<file path="src/rtl/fetch_ctrl.sv">
// Instruction-fetch sequencer: drives PC load, runs the imem req/ack handshake,
// applies redirects and buffers one fetched word. Optional macro: FETCH_TIMEOUT_EN.
module fetch_ctrl #(
    parameter logic [31:0] BOOT_ADDR = 32'h0000_3000,
    parameter logic [31:0] EXC_VEC   = 32'h0000_4180,
    parameter int          TMO_W     = 8
) (
    input  logic        CLK,
    input  logic        RST,
    input  logic [31:0] pc_i,
    output logic [31:0] pc_next_o,
    output logic        pc_en_o,
    output logic        imem_req_o,
    output logic [31:0] imem_addr_o,
    input  logic        imem_ack_i,
    input  logic [31:0] imem_rdata_i,
    input  logic        redir_valid_i,
    input  logic [31:0] redir_addr_i,
    input  logic        exc_i,
    input  logic [31:0] exc_pc_i,
    input  logic        eret_i,
    input  logic        stall_i,
    output logic        inst_valid_o,
    output logic [31:0] inst_o,
    output logic [31:0] inst_pc_o,
    output logic [31:0] epc_o,
    output logic        err_o
);

    typedef enum logic [1:0] {S_BOOT, S_FETCH, S_WAIT, S_DISCARD} state_t;

    state_t      state;
    logic        in_flight;
    logic        tmo_hit;
    logic        exc_take;
    logic        redir_any;
    logic        buf_free;
    logic        req_issue;
    logic [31:0] redir_tgt;

    assign in_flight = (state == S_WAIT) || (state == S_DISCARD);
    assign exc_take  = exc_i || tmo_hit;
    assign redir_any = exc_take || eret_i || redir_valid_i;
    assign buf_free  = !inst_valid_o || !stall_i;
    assign req_issue = (state == S_FETCH) && !redir_any && buf_free;

    // The PC is only reloaded after the request edge, so the address is pc_i as seen now.
    assign imem_addr_o = pc_i;

    always_comb begin
        redir_tgt = redir_addr_i;
        if (exc_take)
            redir_tgt = EXC_VEC;
        else if (eret_i)
            redir_tgt = epc_o;
    end

`ifdef FETCH_TIMEOUT_EN
    localparam logic [TMO_W-1:0] TMO_LAST = ~TMO_W'(1);

    logic [TMO_W-1:0] tmo_cnt;

    // Fires on the cycle the counter would step to all-ones.
    assign tmo_hit = in_flight && !imem_ack_i && (tmo_cnt == TMO_LAST);

    always_ff @(posedge CLK or negedge RST) begin
        if (!RST) begin
            tmo_cnt <= '0;
            err_o   <= 1'b0;
        end else begin
            err_o <= tmo_hit;
            if (req_issue)
                tmo_cnt <= '0;
            else if (in_flight && !imem_ack_i && !tmo_hit)
                tmo_cnt <= tmo_cnt + 1'b1;
        end
    end
`else
    logic [31:0] unused_tmo_w;
    assign unused_tmo_w = TMO_W;
    assign tmo_hit      = 1'b0;
    assign err_o        = 1'b0;
`endif

    always_ff @(posedge CLK or negedge RST) begin
        if (!RST) begin
            state        <= S_BOOT;
            pc_next_o    <= '0;
            pc_en_o      <= 1'b0;
            imem_req_o   <= 1'b0;
            inst_valid_o <= 1'b0;
            inst_o       <= '0;
            inst_pc_o    <= '0;
            epc_o        <= '0;
        end else begin
            pc_en_o    <= 1'b0;
            imem_req_o <= 1'b0;
            if (inst_valid_o && !stall_i)
                inst_valid_o <= 1'b0;

            if (state == S_BOOT) begin
                pc_en_o   <= 1'b1;
                pc_next_o <= BOOT_ADDR;
                state     <= S_FETCH;
            end else if (redir_any) begin
                pc_en_o      <= 1'b1;
                pc_next_o    <= redir_tgt;
                inst_valid_o <= 1'b0;
                if (exc_take)
                    epc_o <= exc_i ? exc_pc_i : pc_i;
                // An ack this cycle retires the outstanding fetch; otherwise drain it.
                if (in_flight)
                    state <= (imem_ack_i || tmo_hit) ? S_FETCH : S_DISCARD;
            end else begin
                case (state)
                    S_FETCH: begin
                        if (req_issue) begin
                            imem_req_o <= 1'b1;
                            state      <= S_WAIT;
                        end
                    end
                    S_WAIT: begin
                        if (imem_ack_i) begin
                            inst_valid_o <= 1'b1;
                            inst_o       <= imem_rdata_i;
                            inst_pc_o    <= pc_i;
                            pc_en_o      <= 1'b1;
                            pc_next_o    <= pc_i + 32'd4;
                            state        <= S_FETCH;
                        end
                    end
                    S_DISCARD: begin
                        if (imem_ack_i)
                            state <= S_FETCH;
                    end
                    default: state <= S_BOOT;
                endcase
            end
        end
    end

endmodule

</file>
<file path="config.mk">
export PLATFORM = sky130hd
export DESIGN_NAME = fetch_ctrl
export DESIGN_NICKNAME = d
export VERILOG_FILES = /design/src/rtl/fetch_ctrl.sv
export SDC_FILE = /design/constraint.sdc
export NUM_CORES = 1
export LEC_CHECK = 0
export ABC_AREA = 0
export BUFFER_PORTS_ARGS = -buffer_cell sky130_fd_sc_hd__buf_2
export CORE_ASPECT_RATIO = 1.75
export CORE_MARGIN = 1.5
export CORE_UTILIZATION = 43
export CTS_BUF_LIST = sky130_fd_sc_hd__clkbuf_16
export DETAILED_ROUTE_END_ITERATION = 6
export GPL_TIMING_DRIVEN = 0
export PLACE_DENSITY = 0.79
export SLEW_MARGIN = 40
export SYNTH_ARGS = -nofsm -noshare
export SYNTH_HDL_FRONTEND = slang
export SYNTH_SLANG_ARGS = --single-unit
export TNS_END_PERCENT = 20
</file>
<file path="constraint.sdc">
create_clock -name CLK -period 1.5 [get_ports CLK]
set_input_delay 0.45 -clock CLK [delete_from_list [all_inputs] [get_ports CLK]]
set_output_delay 0.45 -clock CLK [all_outputs]
set_load 0.01 [all_outputs]
</file>
Yosys cells after proc, flatten, opt, wreduce, memory -nomap -nowiden
Index checks and enable logic that the tools add are counted.

word-level totals
  flip-flop bits (word level) = 133
  input port bits = 135
  output and inout port bits = 164

operators by class
  add/subtract/negate cells = 1
  equal/unequal tests = 6
  muxes and demuxes = 26
  bitwise operators = 2
  reductions and logical operators = 18

operators with widths
  cell                   count
  $mux 32                6
  $add 32x3->32 const B  1
  $mux 1                 13
  $mux 2                 6
  $reduce_and 3->1       2
  $reduce_bool 3->1      2
  $eq 2x2->1 const B     2
  $logic_or 1x1->1       4
  $ne 4x1->1 const B     1
  $ne 4x3->1 const B     1
  $pmux 2 s2             1
  $reduce_and 4->1       1
  $logic_and 1x1->1      3
  $logic_not 1->1        3
  $ne 3x2->1 const B     1
  $eq 2x1->1 const B     1
  $logic_not 2->1        1
  $not 1->1              2
  $reduce_and 2->1       1
  $reduce_or 2->1        1

Depth between registers and ports, before layout
  word-level depth = 9
  depth in mapped cells = 8
  gate-level depth less buffers = 6

Worst setup path before layout
OpenSTA, ideal clock, no wires.

  path kind = in2reg
  start point = input redir_valid_i
  end point = register pc_next_o[11]
  arrival time = 1.599 ns
  data required time = 1.377 ns
  slack = -0.221 ns
  stages on the path = 7
  buffers on the path = 3
  path through = clkbuf_1 -> nor3_4 -> and2_1 -> buf_2 -> inv_1 -> buf_2 -> o221a_2

between the ends
  cells in the longest elaborated chain, start to end = 3

RTL lines
  element                                                        RTL line  RTL
  from (decl)                                                    17        input logic redir_valid_i,
  $logic_or 1x1->1 (*)                                           43        assign redir_any = exc_take || eret_i || redir_valid_i;
  $reduce_bool 3->1 (no source line) or $mux 32 (tied branches)  -
  $reduce_and 2->1 (no source line) or $mux 32 (tied branches)   -
  to (signal assigned)                                           107       pc_next_o <= redir_tgt;
  to (signal assigned)                                           128       pc_next_o <= pc_i + 32'd4;
  to (decl)                                                      11        output logic [31:0] pc_next_o,

Every way passes the cells marked *; elsewhere a longest branch is shown, timed or not.
A chain may end at the register's enable or synchronous reset.

Worst setup path after layout
  start point = register state[1]
  end point = register epc_o[27]

between the ends
  cells in the longest elaborated chain, start to end = 3

RTL lines
  element                            RTL line  RTL
  from (decl)                        32        state_t state;
  from (signal assigned)             113       state <= (imem_ack_i || tmo_hit) ? S_FETCH : S_DISCARD;
  $logic_not 2->1                    101       if (state == S_BOOT) begin
  $not 1->1 (no source line)         -
  $reduce_and 3->1 (no source line)  -
  to (signal assigned)               110       epc_o <= exc_i ? exc_pc_i : pc_i;
  to (decl)                          26        output logic [31:0] epc_o,

No other way between the ends.

==> impl_metrics.tcl <==
set metrics [dict create \
    avgSynthCellArea_um2 9.69 \
    final_common_cell "buf_2" \
    gp_congestion 0.909 \
    hold_path_startpoint "imem_rdata_i[8]" \
    p_leak_nw 5.28 \
    cap_violations 0 \
    reg2reg_from "state[1]" \
    ys.warnings.count 0 \
    clk_path_buf_depth 2 \
    crit_buf_inv 3 \
    antenna_found_initial 0 \
    synthDistinctLibCells 52 \
    startpoint_type "flip-flop" \
    drive_gt1_share_pct 48.9 \
    synthCells 660 \
    gr-total-overflow 0 \
    fp.dieH_um 164 \
    ir_worst_vdd_uv 770 \
    hold_viol 0 \
    die_w_um 95.2 \
    synth_seq_cells 133 \
    finalSetupViolCount 44 \
    core_mm2 0.0144 \
    synth_nets 796 \
    cts-root-buf "clkbuf_16" \
    maxSlewHeadroom_pct 60.8 \
    rsz0062_at_grt "yes" \
    vias 6286 \
    cp_cell_sequence "buf_6 -> o21ai_4 -> buf_12 -> buf_4 -> mux2_2" \
    portBuffers 295 \
    hold_end "inst_o[8]" \
    power_density_mw_per_mm2 1100 \
    synth_flop_cell "dfrtp_1" \
    maxSlewViolCount 0 \
    hold_depth 3 \
    grt_max_degree 52 \
    grt_first_pass_wirelength_um 32300 \
    drc 0 \
    synth_edf_count 0 \
    die-area_mm2 0.0156 \
    min_period_ns 1.58 \
    row_count 58 \
    cp_slowest_cell "dfrtp_2" \
    wire_per_inst_um 19.5 \
    io_pins 299 \
    wirelength_um 23200 \
    power_mw 10.6 \
    cp_data_required_time_ns 1.80 \
    final.setup.tns_ns -2.09 \
    via_per_inst 5.28 \
    ys_seq_area_share_pct 52.0 \
    start_util_pct 44.3 \
    cts.clk_slew.worst_paths_ns 0.06 \
    fillers 1149 \
    cp.arrival_ns 1.88 \
    drt_first_pass_iters 5 \
    synth_area_mm2 0.00640 \
    grt_pass1_vias 6037 \
    tightest_slew_ns 0.587 \
    clock.fmax_mhz 632 \
    numCtsBuffers 17 \
    clock_sinks 133 \
    cp_max_fo 7 \
    fin_ws_ns -0.0816 \
    nNetsFinal 1136 \
    ys_async_sr_fraction_pct 100 \
    holdCritPathClass "in2reg" \
    critPathCaptureType "flip-flop" \
    postRouteAntennaNets 0 \
    synthToLayoutAreaGrowth_pct 51.0 \
    layout_worst_path_cycle_share_pct 105 \
    layout_common_cells "buf_2 (290), nand2_1 (214), dfrtp_1 (131), buf_4 (62), mux2i_1 (25)" \
    skew_ns 0.00830 \
    slowest_delay_ns 0.49 \
    ff2ff_setup_slack_ns -0.08 \
    cts_tree "built" \
    r2r.worst_path.cells 5 \
    critical_path_class "reg2reg" \
    grtUsageTotal_pct 27.9 \
    first_iter_violations 393 \
    dp_hpwl_um 16700 \
    clock_latency_ns 0.41 \
    crit_family "flip-flops" \
    status "finished with violations" \
    htree_levels 4 \
    diodes 0 \
    worstSetupStartpoint "state[1]" \
    failed_checks "negative setup slack" \
    r2r-end "epc_o[27]" \
]
[Yosys cell counts (2+ instances only)]
cell,count,area share [%]
a21oi_1,15,1.2
a22oi_1,3,0.35
a2bb2oi_1,3,0.41
a31oi_1,3,0.29
and2_1,4,0.39
and3_1,6,0.59
and4_1,4,0.55
buf_2,11,0.86
buf_4,34,4.0
clkbuf_1,23,1.3
dfrtp_1,133,52
inv_1,3,0.18
mux2_2,32,5.6
mux2i_1,25,3.9
nand2_1,215,13
nand2b_1,2,0.20
nand3_1,7,0.55
nand4_1,13,1.3
nor2_1,17,1.0
nor2b_1,2,0.20
o21a_1,4,0.47
o21ai_0,29,2.3
o21ai_1,4,0.31
o221a_2,2,0.35
o221ai_1,12,1.6
o22a_1,3,0.41
o22ai_1,3,0.29
o31ai_1,2,0.23
or3_1,2,0.20
xnor2_1,11,1.5
xor2_1,12,1.6
[registers in the layout (all words and copies together), names as in the netlist]
name,cells
inst_valid_o,1
state,2
imem_req_o,1
epc_o,32
pc_en_o,1
pc_next_o,32
inst_o,32
inst_pc_o,32
[power breakdown]
part	internal [mW]	total (mW)	switching, mW
registers	3.85	4.05	0.192
logic	0.885	1.83	0.944
clock network	3.10	4.72	1.62
[metal layers]
layer	share of wire, %	global-route usage (%)
met1	34	29.6
met2	54	52.0
met3	6.5	5.05
met4	5.1	12.5
met5	0	0
[stage by stage]
step	hold slack (ns)	setup WS (ns)	area, um2	utilization (%)	std cells
after floorplan	0.154	-0.143	6480	-	660
after global placement	0.448	-1.86	8180	56.7	1135
after detailed placement	0.355	-0.841	8250	57.1	1137
after CTS	0.214	-0.0609	9220	63.8	1178
after global routing	0.220	-0.116	9660	66.9	1190
final	0.218	-0.0816	9660	66.9	1190
[layout make-up]
class,instances,area (um2),share of cell area (%)
Sequential cell,133,3330,34.5
Clock inverter,12,230,2.38
Multi-Input combinational cell,454,2920,30.3
Buffer,69,627,6.49
Clock buffer,17,425,4.40
Timing Repair Buffer,322,1880,19.5
Tap cell,180,225,2.33
Inverter,3,18.8,0.194
[worst min-delay path: stages]
cell and delay, ns:
buf_2 0.07, nand2_1 0.04, nand2_1 0.04
[worst max-delay path by stage]
stage,endpoint,slack [ns],cells after the start
floorplan,pc_next_o[21],-0.14,7
global placement,inst_o[1],-1.86,1
detailed placement,inst_o[28],-0.84,8
CTS,pc_next_o[5],-0.06,4
global route,pc_next_o[28],-0.12,7
finish,epc_o[27],-0.08,5
[what timing repair did]
action,in CTS,in global routing
gates cloned,3,2
buffers inserted,9,10
hold buffers,1,0
pin swaps,2,9
endpoints found under the setup margin,126,122
hold endpoints to repair,38,0
gates resized for setup,64,104
[logic make-up after synthesis]
logic type / synth area share (%)
other: 0.0586
AOI/OAI and AO/OA: 8.90
buffers and inverters: 6.61
adders and majority gates: 0.196
muxes: 9.55
and+or+nand+nor: 19.5
DFF: 52.0
xor gates and xnor gates: 3.15
No activity file was read; power rests on OpenSTA's default activity.
